--- config.mk ---
export PLATFORM = sky130hd
export DESIGN_NAME = wb_master_engine
export DESIGN_NICKNAME = d
export VERILOG_FILES = /design/src/rtl/wb_master_engine.sv
export SDC_FILE = /design/constraint.sdc
export NUM_CORES = 1
export LEC_CHECK = 0
export BUFFER_PORTS_ARGS = -buffer_cell sky130_fd_sc_hd__buf_2
export CAP_MARGIN = 20
export CORE_MARGIN = 4
export CORE_UTILIZATION = 45
export DETAILED_ROUTE_END_ITERATION = 10
export PLACE_DENSITY_LB_ADDON = 0.2
export SYNTH_ARGS = -nofsm -noshare
export SYNTH_HDL_FRONTEND = slang
export SYNTH_SLANG_ARGS = --single-unit
--- constraint.sdc ---
create_clock -name clk -period 3.2 [get_ports clk]
set_input_delay 0.64 -clock clk [delete_from_list [all_inputs] [get_ports clk]]
set_output_delay 0.64 -clock clk [all_outputs]
set_load 0.01 [all_outputs]
--- src/rtl/wb_master_engine.sv ---
// Wishbone classic master engine: queues commands in a small circular FIFO and
// runs them one at a time on the bus, returning one response per command with
// error and timeout status.
module wb_master_engine #(
  parameter int WB_ADDR_WIDTH = 32,
  parameter int WB_DATA_WIDTH = 32,
  parameter int CMD_DEPTH     = 4,
  parameter int TIMEOUT       = 255
) (
  input  logic                       clk,
  input  logic                       rstn,
  // command side
  input  logic                       cmd_valid,
  output logic                       cmd_ready,
  input  logic [WB_ADDR_WIDTH-1:0]   cmd_adr,
  input  logic                       cmd_we,
  input  logic [WB_DATA_WIDTH/8-1:0] cmd_sel,
  input  logic [WB_DATA_WIDTH-1:0]   cmd_dat,
  // response side
  output logic                       rsp_valid,
  input  logic                       rsp_ready,
  output logic [WB_DATA_WIDTH-1:0]   rsp_dat,
  output logic                       rsp_err,
  output logic                       rsp_timeout,
  // Wishbone master
  output logic                       CYC,
  output logic                       STB,
  output logic                       WE,
  output logic [WB_ADDR_WIDTH-1:0]   ADR,
  output logic [WB_DATA_WIDTH/8-1:0] SEL,
  output logic [WB_DATA_WIDTH-1:0]   DAT_W,
  input  logic [WB_DATA_WIDTH-1:0]   DAT_R,
  input  logic                       ACK,
  input  logic                       ERR,
  output logic                       busy
);

  localparam int SEL_W = WB_DATA_WIDTH / 8;
  localparam int PTR_W = (CMD_DEPTH > 1) ? $clog2(CMD_DEPTH) : 1;
  localparam int CNT_W = PTR_W + 1;
  localparam logic [CNT_W-1:0] FULL_CNT = CNT_W'(CMD_DEPTH);
  localparam logic [15:0]      TMO_LAST = 16'(TIMEOUT - 1);

  typedef enum logic [1:0] {IDLE, BUS, RSP} state_t;

  // command storage, no reset needed: validity is tracked by the counter
  logic [WB_ADDR_WIDTH-1:0] fifo_adr [CMD_DEPTH];
  logic                     fifo_we  [CMD_DEPTH];
  logic [SEL_W-1:0]         fifo_sel [CMD_DEPTH];
  logic [WB_DATA_WIDTH-1:0] fifo_dat [CMD_DEPTH];

  logic [PTR_W-1:0] wr_ptr_reg, rd_ptr_reg;
  logic [CNT_W-1:0] count_reg;
  logic             push, pop, fifo_empty;

  state_t                   state_reg, state_next;
  logic                     cyc_reg, cyc_next;
  logic                     we_reg, we_next;
  logic [WB_ADDR_WIDTH-1:0] adr_reg, adr_next;
  logic [SEL_W-1:0]         sel_reg, sel_next;
  logic [WB_DATA_WIDTH-1:0] datw_reg, datw_next;
  logic [15:0]              tmo_reg, tmo_next;
  logic                     rsp_valid_reg, rsp_valid_next;
  logic [WB_DATA_WIDTH-1:0] rsp_dat_reg, rsp_dat_next;
  logic                     rsp_err_reg, rsp_err_next;
  logic                     rsp_tmo_reg, rsp_tmo_next;

  assign fifo_empty = (count_reg == '0);
  assign cmd_ready  = (count_reg != FULL_CNT);
  assign push       = cmd_valid && cmd_ready;
  // the head is consumed only when the engine is idle; one command in flight
  assign pop        = (state_reg == IDLE) && !fifo_empty;

  // write accepted commands into the circular store
  always_ff @(posedge clk) begin
    if (push) begin
      fifo_adr[wr_ptr_reg] <= cmd_adr;
      fifo_we[wr_ptr_reg]  <= cmd_we;
      fifo_sel[wr_ptr_reg] <= cmd_sel;
      fifo_dat[wr_ptr_reg] <= cmd_dat;
    end
  end

  // FIFO pointers and occupancy; simultaneous push and pop cancel out
  always_ff @(posedge clk or negedge rstn) begin
    if (!rstn) begin
      wr_ptr_reg <= '0;
      rd_ptr_reg <= '0;
      count_reg  <= '0;
    end else begin
      if (push) wr_ptr_reg <= wr_ptr_reg + PTR_W'(1);
      if (pop)  rd_ptr_reg <= rd_ptr_reg + PTR_W'(1);
      case ({push, pop})
        2'b10:   count_reg <= count_reg + CNT_W'(1);
        2'b01:   count_reg <= count_reg - CNT_W'(1);
        default: count_reg <= count_reg;
      endcase
    end
  end

  // next-state and registered-output logic for IDLE -> BUS -> RSP
  always_comb begin
    state_next     = state_reg;
    cyc_next       = cyc_reg;
    we_next        = we_reg;
    adr_next       = adr_reg;
    sel_next       = sel_reg;
    datw_next      = datw_reg;
    tmo_next       = tmo_reg;
    rsp_valid_next = rsp_valid_reg;
    rsp_dat_next   = rsp_dat_reg;
    rsp_err_next   = rsp_err_reg;
    rsp_tmo_next   = rsp_tmo_reg;
    case (state_reg)
      IDLE: begin
        if (!fifo_empty) begin
          adr_next   = fifo_adr[rd_ptr_reg];
          we_next    = fifo_we[rd_ptr_reg];
          sel_next   = fifo_sel[rd_ptr_reg];
          datw_next  = fifo_dat[rd_ptr_reg];
          cyc_next   = 1'b1;
          tmo_next   = '0;
          state_next = BUS;
        end
      end
      BUS: begin
        if (ERR == 1'b1) begin
          // error wins over a simultaneous acknowledge
          cyc_next       = 1'b0;
          rsp_valid_next = 1'b1;
          rsp_dat_next   = '0;
          rsp_err_next   = 1'b1;
          rsp_tmo_next   = 1'b0;
          state_next     = RSP;
        end else if (ACK == 1'b1) begin
          cyc_next       = 1'b0;
          rsp_valid_next = 1'b1;
          rsp_dat_next   = we_reg ? '0 : DAT_R;
          rsp_err_next   = 1'b0;
          rsp_tmo_next   = 1'b0;
          state_next     = RSP;
        end else if (tmo_reg == TMO_LAST) begin
          // this is the TIMEOUT-th silent cycle: abandon the transfer
          cyc_next       = 1'b0;
          rsp_valid_next = 1'b1;
          rsp_dat_next   = '0;
          rsp_err_next   = 1'b0;
          rsp_tmo_next   = 1'b1;
          state_next     = RSP;
        end else begin
          tmo_next = tmo_reg + 16'd1;
        end
      end
      RSP: begin
        if (rsp_ready) begin
          rsp_valid_next = 1'b0;
          state_next     = IDLE;
        end
      end
      default: state_next = IDLE;
    endcase
  end

  // state and output registers; reset clears the bus immediately
  always_ff @(posedge clk or negedge rstn) begin
    if (!rstn) begin
      state_reg     <= IDLE;
      cyc_reg       <= 1'b0;
      we_reg        <= 1'b0;
      adr_reg       <= '0;
      sel_reg       <= '0;
      datw_reg      <= '0;
      tmo_reg       <= '0;
      rsp_valid_reg <= 1'b0;
      rsp_dat_reg   <= '0;
      rsp_err_reg   <= 1'b0;
      rsp_tmo_reg   <= 1'b0;
    end else begin
      state_reg     <= state_next;
      cyc_reg       <= cyc_next;
      we_reg        <= we_next;
      adr_reg       <= adr_next;
      sel_reg       <= sel_next;
      datw_reg      <= datw_next;
      tmo_reg       <= tmo_next;
      rsp_valid_reg <= rsp_valid_next;
      rsp_dat_reg   <= rsp_dat_next;
      rsp_err_reg   <= rsp_err_next;
      rsp_tmo_reg   <= rsp_tmo_next;
    end
  end

  assign CYC         = cyc_reg;
  assign STB         = cyc_reg;
  assign WE          = we_reg;
  assign ADR         = adr_reg;
  assign SEL         = sel_reg;
  assign DAT_W       = datw_reg;
  assign rsp_valid   = rsp_valid_reg;
  assign rsp_dat     = rsp_dat_reg;
  assign rsp_err     = rsp_err_reg;
  assign rsp_timeout = rsp_tmo_reg;
  assign busy        = !fifo_empty || (state_reg != IDLE);

endmodule

### After elaboration in Yosys (flattened, before gate mapping)

Memories as Yosys holds them, arrays and structs flattened. A register that Yosys moved wholly into a read port is not among the register bits.
Index checks and enable logic that the tools add are counted.

* memories: 4
* RAM bits: 276
* word-level logic and storage cells: 84
* flip-flop bits (word level): 61
* output and inout port bits: 108
* input port bits: 107

Memories
* fifo_adr: depth 4, width 32, rd ports 1, clocked after memory_dff 1, wr ports 1, RTL line 47 `logic [WB_ADDR_WIDTH-1:0] fifo_adr [CMD_DEPTH];`
* fifo_dat: depth 4, width 32, rd ports 1, clocked after memory_dff 1, wr ports 1, RTL line 50 `logic [WB_DATA_WIDTH-1:0] fifo_dat [CMD_DEPTH];`
* fifo_sel: depth 4, width 4, rd ports 1, clocked after memory_dff 1, wr ports 1, RTL line 49 `logic [SEL_W-1:0] fifo_sel [CMD_DEPTH];`
* fifo_we: depth 4, width 1, rd ports 1, clocked after memory_dff 1, wr ports 1, RTL line 48 `logic fifo_we [CMD_DEPTH];`

* multiplexer cells: 31
* eq/ne operators: 12
* bitwise operators: 1
* add/sub/neg operators: 5
* reduce and logical (&&, ||, !) cells: 21

Operator list (number)
* $mux W32: 4
* $mux W16: 4
* $pmux W16 S2: 1
* $add A16 B1 Y16 const B: 1
* $eq A16 B8 Y1 const B: 1
* $mux W1: 13
* $mux W2: 5
* $ne A2 B2 Y1 const B: 5
* $reduce_and A3 Y1: 3
* $reduce_bool A2 Y1: 4
* $pmux W2 S3: 1
* $pmux W3 S2: 1
* $logic_not A1 Y1: 5
* $reduce_and A5 Y1: 1
* $add A2 B1 Y2 const B: 2
* $eq A2 B1 Y1 const B: 2
* $eq A2 B2 Y1 const B: 2
* $ne A4 B4 Y1 const B: 1
* $pmux W1 S2: 2
* $reduce_and A2 Y1: 2
* $add A3 B1 Y3 const B: 1
* $logic_not A3 Y1: 1
* $ne A3 B3 Y1 const B: 1
* $reduce_bool A3 Y1: 1
* other kinds (5): 6

### Longest topological paths before layout

Gate-level depths: netlist (run 1).

* depth after elaboration: 5
* depth in mapped cells: 11

### Worst setup path before layout (run 1)

OpenSTA, ideal clock, no wires.

* path type: flip-flop to flip-flop
* start: reg count_reg[0]
* end: mem fifo_adr[0][0] (enable)
* cell stages (with the launch flop): 4
* data arrival time: 2357 ps
* setup time: 435 ps
* required time: 2765 ps
* path slack: 408 ps
* cells stage by stage: dfrtp_1 > inv_1 > nand3_1 > and3_1

* word-level cells in the longest chain between the ends: 4

Ends and longest elaborated chain
* start, declared: RTL line 53 `logic [CNT_W-1:0] count_reg;`
* start signal, assigned: RTL line 94 `2'b10: count_reg <= count_reg + CNT_W'(1);`
* start signal, assigned: RTL line 95 `2'b01: count_reg <= count_reg - CNT_W'(1);`
* start signal, assigned: RTL line 96 `default: count_reg <= count_reg;`
* $ne A3 B3 Y1: RTL line 69 `assign cmd_ready = (count_reg != FULL_CNT);`
* via cmd_ready: RTL line 14 `output logic cmd_ready,`
* $logic_and A1 B1 Y1: RTL line 70 `assign push = cmd_valid && cmd_ready;`
* $mux W1: RTL line 76 `if (push) begin`
* $mux W1 (implied by the code): RTL line 77 `fifo_adr[wr_ptr_reg] <= cmd_adr;`
* end, declared: RTL line 47

The timed path passes the listed nets, and every way through them passes these cells.

### Final worst setup path (run 1)

* start: reg state_reg[0]
* end: out busy

* word-level cells in the longest chain between the ends: 2

Ends and longest elaborated chain
* start, declared: RTL line 56 `state_t state_reg, state_next;`
* start signal, assigned: RTL line 179 `state_reg <= state_next;`
* $reduce_bool A2 Y1: RTL line 203 `assign busy = !fifo_empty || (state_reg != IDLE);`
* $logic_or A1 B1 Y1: RTL line 203
* end, declared: RTL line 35 `output logic busy`

No other way between the ends.

==> results of run 1 <==
-- metrics by stage --
stage / cell area, um^2 / power (mW)
2_1_floorplan: 15500 / 11.6
3_3_place_gp: 17200 / 13.5
3_5_place_dp: 17200 / 13.7
4_1_cts: 18600 / 18.6
5_1_grt: 18600 / 19.5
6_report: 18600 / 18.3
-- layer usage --
| metal | track usage (%) | wire, um |
|---|---|---|
| met1 | 23.6 | 13800 |
| met2 | 27.1 | 15300 |
| met3 | 5.06 | 2310 |
| met4 | 4.30 | 623 |
| met5 | 0 | 70 |
-- cells in the mapped netlist (all sizes together) (4+ instances only) --
cell,number
inv,17
nor3,5
nor2,6
clkbuf,34
o221ai,5
and3,4
dfrtp,130
a22o,36
buf,14
o211ai,5
edfxtp,276
mux4,69
ha,11
nor4,4
xnor2,4
nand3,11
nand2,223
nand2b,4
nand3b,4
nand4,5
o21ai,20
-- power by group --
part	switching, mW	total (mW)	internal, mW
Combinational	3.00	5.33	2.33
Sequential	0.864	8.06	7.19
Clock	2.00	4.91	2.91
-- worst max-delay path: cells and delay by family (launching register included) --
| kind | cells | cell delay (ns) |
|---|---|---|
| buffers and inverters | 4 | 0.52 |
| flip-flops | 1 | 0.40 |
| AND/OR/NAND/NOR | 1 | 0.33 |
| adder cells (fa/ha/maj) | 1 | 0.24 |
-- logic make-up (layout without fill, tap and decap cells) --
logic type	after synthesis	count (layout)	share of synthesized area [%]
DFF	406	406	74.7
and+or+nand+nor	285	285	7.98
AOI/OAI and AO/OA	78	78	3.82
muxes	73	73	10.3
buffers and inverters	65	331	1.81
adders and majority gates	12	12	1.02
xor gates and xnor gates	6	6	0.340
other	0	1	0
-- placed cells by master, fill, tap and decap left out, types with 6 or more instances in the layout --
cell type / count
ha_1: 11
buf_4: 14
nand3_1: 11
clkbuf_16: 43
clkbuf_8: 7
mux4_2: 69
a22o_1: 36
clkbuf_1: 7
dfrtp_1: 128
nor2_1: 6
nand2_1: 223
clkinv_2: 8
buf_12: 6
inv_1: 16
o21ai_0: 19
edfxtp_1: 276
buf_2: 213
-- layout make-up --
type,count,share of cell area (%)
clock inverter,23,1.28
sequential,406,62.1
antenna,1,0.0135
multi-input combinational,454,19.8
clock buffer,57,6.44
timing repair buffer,234,7.00
tap,448,3.01
inverter,17,0.343
-- worst min-delay path by stage --
stage / endpoint / slack (ns) / start / cells after the start
floorplan: ADR[0] / 0.34 / rstn / 0
global route: rsp_err / 0.14 / rstn / 1
detailed placement: ADR[23] / 0.46 / ADR[23] / 2
finish: rsp_dat[11] / 0.09 / rstn / 1
global placement: ADR[22] / 0.45 / ADR[22] / 2
CTS: tmo_reg[2] / 0.12 / rstn / 1
==> flow_summary.yaml, run 1 <==
timing:
  setup_violations: 0
  tns_ns: 0
  slew_violations: 0
  period_share_pct: 83.4
  timing.hold.ws_ns: 0.0875
  hold_violations: 0
  worst_pin_slew_ns: 0.952
  fin_skew_ns: 0.0188
  rsz0062_at_grt: "no"
  fmaxAchievable_ghz: 0.375
  relSlewSlack_pct: 36.5
  fin_crit_ns: 2.67
  setup_ws_ns: 0.533
floorplanning:
  die-area_um2: 37400
  die_w_um: 193
  start_util_pct: 45.9
  core_area_um2: 33700
  dieHeight_um: 193
  rows: 67
  ios: 215
synth:
  synth_area_leaders: "edfxtp_1 (54%), dfrtp_1 (21%), mux4_2 (10%), nand2_1 (5.4%), a22o_1 (2.0%)"
  avgSynthCellArea_um2: 16.7
  netlist_area_um2: 15500
  syn_inst: 925
  synth_top_cell_by_area: "edfxtp_1"
  synth_top_area_share_pct: 53.6
  ys_seq_area_share_pct: 74.7
  synth_fp_nets: 1044
  ys_ff_latch: 406
  synth_edf_count: 276
  yosysWarnings: 0
  synth_cell_types: 51
  synth_ff_type: "edfxtp_1"
  async_flop_share_pct: 32.0
finish:
  reg_top3: "fifo_adr (128), fifo_dat (128)"
  seqCellArea_um2: 11500
  syn2layout_area_growth_pct: 20.4
  final_cell_count_no_fill: 1640
  fin_util_pct: 55.2
  fillCellCount: 2713
  multi_input_area_um2: 3680
  fin_nets: 1275
  drive_gt1_share_pct: 32.5
clock_tree:
  h-tree-depth: 2
  root_buffer: "clkbuf_16"
  path_clk_slew_ns: 0.06
  postCtsSetupBuffers: 0
  numCtsBuffers: 43
  cts_tree: "done"
  cts_sinks: 406
  clock_path_buffers: 3
  insertion_delay_ns: 0.55
  cts_hold_buf: 0
  ctsResizeCount: 0
critical_path:
  timing.critical_path.from_type: "flop"
  r2r.worst_path.cells: 7
  crit_slowest_cell: "dfrtp_1"
  cp_common_cell: "inv_1"
  r2r-start: "state_reg[0]"
  slowest_delay_ns: 0.40
  crit_start: "state_reg[0]"
  path_cells: "inv_1 > ha_1 > nor4b_1 > buf_4 > inv_1 > buf_2"
  r2r_slack_ns: 0.65
  cp_max_fo: 4
  path_class: "reg -> out"
  r2r-end: "tmo_reg[14]"
  worst_setup_path_end_kind: "output pin"
  worstPathArrival_ns: 2.03
  critPathCapture: "busy"
  crit_required_ns: 2.56
placement:
  dp.cells: 1559
  detailed_place_hpwl_mm: 19.0
  port_buffers: 214
  pre_cts_slack_ns: 0.606
  place_congestion: 0.824
detailed_routing:
  viasPerCell: 5.25
  drtIter0Drc: 511
  routed_wirelength_mm: 32.1
  wl_per_cell_um: 19.6
  final_antenna_net_count: 0
  num_vias: 8605
  firstDrtPassIters: 5
  drc: 0
hold_path:
  hold_class: "in -> async"
run_status:
  outcome: "completed"
grt:
  grt_pass1_wl_mm: 50.8
  antenna_found_initial: 5
  grt_max_degree: 72
  grt_pass1_vias: 8850
  grt_overflow_total: 0
  track_usage_pct: 17.1
power_and_ir_drop:
  leakage_nw: 7.47
  power_density_nw_per_um2: 984
  ir_drop_v: 0.000630
job:
  drv_cap: 0
(Power assumes the default switching activity.)
==> inputs of run 2 (changes only) <==
- clock period: 3.2 -> 2.4 ns (I/O delays scaled with it)
==> flow_summary.yaml, run 2 (synthesized netlist as in run 1, its figures left out) <==
run_status:
  outcome: "completed"
finish:
  final_cell_area_um2: 18700
  reg_top3: "fifo_adr (128), fifo_dat (128)"
  layout_commonest_cell: "edfxtp_1"
  fillCellCount: 2741
  final_cell_count_no_fill: 1655
  fin_nets: 1293
  drive_gt1_share_pct: 33.1
  mostFrequentLayoutCells: "edfxtp_1 (276), nand2_1 (223), buf_2 (213), dfrtp_1 (128), mux4_2 (69)"
  syn2layout_area_growth_pct: 21.2
timing:
  fin_skew_ns: 0.0137
  slew_violations: 0
  hold_violations: 0
  setup_violations: 0
  period_share_pct: 94.8
  worst_pin_slew_ns: 0.971
  tns_ns: 0
  setup_ws_ns: 0.124
  timing.hold.ws_ns: 0.169
  fin_crit_ns: 2.28
  relSlewSlack_pct: 35.3
  fmaxAchievable_ghz: 0.439
  rsz0062_at_grt: "no"
job:
  drv_cap: 0
placement:
  pre_cts_slack_ns: 0.200
  detailed_place_hpwl_mm: 20.2
  place_congestion: 0.837
  placed_area_um2: 17400
  port_buffers: 214
  dp.cells: 1577
detailed_routing:
  num_vias: 8704
  final_antenna_net_count: 0
  viasPerCell: 5.26
  firstDrtPassIters: 5
  routed_wirelength_mm: 32.7
  drtIter0Drc: 508
  drc: 0
  wl_per_cell_um: 19.8
grt:
  grt_pass1_wl_mm: 52.1
  track_usage_pct: 17.3
  grt_overflow_total: 0
  grt_pass1_vias: 9098
  antenna_found_initial: 8
  grt_max_degree: 72
critical_path:
  cp_max_fo: 4
  timing.critical_path.from_type: "flop"
  worstPathArrival_ns: 1.80
  crit_required_ns: 1.92
  path_class: "reg -> out"
  worst_setup_path_end_kind: "output pin"
power_and_ir_drop:
  p_switching_mw: 7.82
  comb_power_share_pct: 31.8
  seq_power_share_pct: 43.7
  p_sw_share_pct: 32.2
  clock_power_share_pct: 24.5
  leakage_nw: 7.53
  internal-power_mw: 16.4
  ir_drop_v: 0.000880
  power_density_nw_per_um2: 1290
floorplanning:
  dieHeight_um: 193
  start_util_pct: 45.9
  ios: 215
  rows: 67
  die_w_um: 193
  core_area_um2: 33700
  die-area_um2: 37400
hold_path:
  hold_class: "in -> reg"
clock_tree:
  root_buffer: "clkbuf_16"
  insertion_delay_ns: 0.52
  numCtsBuffers: 41
  h-tree-depth: 2
  cts_tree: "done"
  cts_sinks: 406
  clock_path_buffers: 3
  path_clk_slew_ns: 0.06
-- run 2: cell types whose count changed in the layout (fill, tap and decap cells not counted), moves of 4 or more --
cell	delta
buf_4	+9
clkbuf_8	-4
clkbuf_1	+5
buf_12	+9
-- run 2: layout make-up --
cell class | count | area, um^2 | area share, %
flip-flops and latches | 406 | 11500 | 61.6
multi-input cells | 454 | 3720 | 19.8
repair buffers | 254 | 1590 | 8.47
clock buffers | 57 | 1140 | 6.07
well taps | 448 | 561 | 2.99
clock inverters | 18 | 116 | 0.621
inverters | 17 | 65.1 | 0.347
diodes | 1 | 2.50 | 0.0134
-- run 2: worst paths after layout --
path | endpoint | cells after the start | slack [ns] | startpoint
min | fifo_dat[1][31] | 1 | 0.17 | cmd_dat[31]
min in group asynchronous | ADR[25] | 2 | 0.50 | rstn
max | busy | 6 | 0.12 | state_reg[0]
min reg2reg | DAT_W[22] | 2 | 0.47 | DAT_W[22]
max reg2reg | tmo_reg[15] | 6 | 0.20 | state_reg[1]
max in group asynchronous | DAT_W[19] | 3 | 1.24 | rstn
-- run 2: critical path, cell delays in order, from the launching register on --
cell and delay [ns]:
dfrtp_1 0.40, inv_2 0.10, ha_4 0.16, nor4b_4 0.22
buf_4 0.16, inv_1 0.07, buf_2 0.15
-- run 2: through the flow --
stage	power (mW)	utilization (%)
2_1_floorplan	15.4	-
3_3_place_gp	18.4	51.6
3_5_place_dp	18.6	51.7
4_1_cts	24.6	55.5
5_1_grt	25.8	55.6
6_report	24.3	55.6
-- run 2: repair_timing --
action	CTS	global route
hold buffers	1	0
endpoints found under the setup margin	1	2
resized for setup	3	4
hold endpoints to repair	40	0
buffers inserted	0	1
pin swaps	0	0
-- run 2: routing by layer --
layer / share of wire [%] / vias to the layer above / global-route usage (%) / routed length [um]
li1: - / 3983 / - / -
met1: 44 / 4417 / 23.9 / 14400
met2: 48 / 236 / 28.2 / 15700
met3: 6.0 / 56 / 4.47 / 1970
met4: 1.9 / 12 / 3.99 / 617
met5: 0.23 / - / 0 / 74
-- run 2: power groups by stage --
stage,registers (mW),logic (mW),clock network (mW)
2_1_floorplan,10.8,4.60,0
3_3_place_gp,10.7,7.69,0
3_5_place_dp,10.8,7.84,0
4_1_cts,10.6,7.87,6.11
5_1_grt,10.8,8.53,6.41
6_report,10.6,7.70,5.94
==> inputs of run 3 (changes only) <==
==> constraint.sdc (replaced) <==
create_clock -name clk -period 2.4 [get_ports clk]
set_input_delay 0.36 -clock clk [delete_from_list [all_inputs] [get_ports clk]]
set_output_delay 0.36 -clock clk [all_outputs]
set_load 0.01 [all_outputs]
==> flow_summary.yaml, run 3 (synthesized netlist as in run 1, its figures left out) <==
clock_tree:
  path_clk_slew_ns: 0.06
  insertion_delay_ns: 0.55
  numCtsBuffers: 43
  postCtsSetupBuffers: 0
  root_buffer: "clkbuf_16"
  clock_path_buffers: 3
  cts_sinks: 406
  h-tree-depth: 2
  cts_tree: "done"
detailed_routing:
  viasPerCell: 5.29
  routed_wirelength_mm: 33.6
  num_vias: 8822
  drc: 0
  firstDrtPassIters: 4
  drtIter0Drc: 422
  wl_per_cell_um: 20.1
  final_antenna_net_count: 0
critical_path:
  slowest_delay_ns: 0.40
  path_cells: "inv_1 > ha_2 > nor4b_4 > buf_4 > inv_1 > buf_2"
  worstPathArrival_ns: 1.93
  crit_slowest_cell: "dfrtp_1"
  crit_required_ns: 2.04
  path_class: "reg -> out"
  cp_max_fo: 4
  worst_setup_path_end_kind: "output pin"
  timing.critical_path.from_type: "flop"
  cp_common_cell: "inv_1"
job:
  drv_cap: 0
grt:
  track_usage_pct: 17.9
  grt_max_degree: 72
  antenna_found_initial: 7
  grt_pass1_wl_mm: 53.0
  grt_pass1_vias: 9260
  grt_overflow_total: 0
placement:
  port_buffers: 214
  placed_area_um2: 17400
  place_congestion: 0.802
  detailed_place_hpwl_mm: 20.5
  pre_cts_slack_ns: 0.205
finish:
  final_cell_area_um2: 19000
  reg_top3: "fifo_adr (128), fifo_dat (128)"
  layout_commonest_cell: "edfxtp_1"
  drive_gt1_share_pct: 33.6
  syn2layout_area_growth_pct: 22.8
  mostFrequentLayoutCells: "edfxtp_1 (276), nand2_1 (223), buf_2 (213), dfrtp_1 (128), mux4_2 (69)"
  fin_nets: 1305
timing:
  setup_ws_ns: 0.114
  setup_violations: 0
  timing.hold.ws_ns: 0.0328
  fin_crit_ns: 2.29
  period_share_pct: 95.3
  worst_pin_slew_ns: 0.981
  slew_violations: 0
  fin_skew_ns: 0.0219
  fmaxAchievable_ghz: 0.437
  relSlewSlack_pct: 34.6
  hold_violations: 0
floorplanning:
  start_util_pct: 45.9
  die-area_um2: 37400
  core_area_um2: 33700
  ios: 215
  rows: 67
  die_w_um: 193
  dieHeight_um: 193
hold_path:
  hold_class: "in -> reg"
power_and_ir_drop:
  ir_drop_v: 0.000815
  power_density_nw_per_um2: 1310
  power_mw: 24.8
  leakage_nw: 7.65
run_status:
  outcome: "completed"
-- run 3: changes by cell type in the layout (fill, tap and decap cells not counted), sizes merged --
| cell | previous run | this run |
|---|---|---|
| dlygate4sd3 | 1 | 11 |
| inv | 18 | 16 |
| bufinv | 1 | 3 |
| clkinvlp | 1 | 3 |
| clkinv | 15 | 18 |
| clkbuf | 57 | 56 |
-- run 3: critical path, delay by kind of cell, from the launching register on --
kind          cells  cell delay [ns]
fa+ha+maj         1             0.24
buf+inv           4             0.49
simple gates      1             0.26
flops             1             0.40
-- run 3: worst paths after layout --
path,endpoint,from,cells after the start,slack [ns]
hold / removal,fifo_adr[0][17],cmd_adr[17],1,0.03
min in group asynchronous,ADR[19],rstn,2,0.31
setup reg to reg,count_reg[2],count_reg[0],10,0.22
hold reg to reg,ADR[29],ADR[29],2,0.47
setup / recovery,busy,state_reg[0],6,0.11
max in group asynchronous,count_reg[2],rstn,3,1.39
-- run 3: timing repair --
| action | CTS | global route |
|---|---|---|
| gates resized for setup | 1 | 3 |
| hold buffers | 11 | 0 |
| setup endpoints to repair | 1 | 1 |
| endpoints found under the hold margin | 72 | 0 |
-- run 3: power breakdown --
group	leakage (nW)	switching, mW	internal [mW]
Sequential	4.19	1.11	9.59
Clock	0.693	2.66	3.85
Combinational	2.77	4.22	3.40
-- run 3: cell type report --
class,count,area [um^2]
antenna,1,2.50
clock buffer,56,1190
clock inverter,23,219
fill,2723,14700
inverter,17,65.1
multi-input combinational,454,3710
sequential,406,11500
tap,448,561
timing repair buffer,264,1680
-- run 3: metrics by stage --
| step | cells | utilization [%] | TNS, ns |
|---|---|---|---|
| 2_1_floorplan | 925 | - | 0 |
| 3_3_place_gp | 1577 | 51.7 | 0 |
| 3_5_place_dp | 1578 | 51.7 | 0 |
| 4_1_cts | 1668 | 56.2 | 0 |
| 5_1_grt | 1668 | 56.3 | -0.00811 |
| 6_report | 1669 | 56.3 | 0 |
-- run 3: per-layer routing --
| layer | GRT usage (%) | wire length [um] | vias up |
|---|---|---|---|
| met5 | 0 | 76 | - |
| met3 | 5.06 | 2350 | 51 |
| met2 | 29.2 | 16400 | 261 |
| li1 | - | - | 3999 |
| met4 | 4.01 | 598 | 14 |
| met1 | 24.3 | 14200 | 4497 |
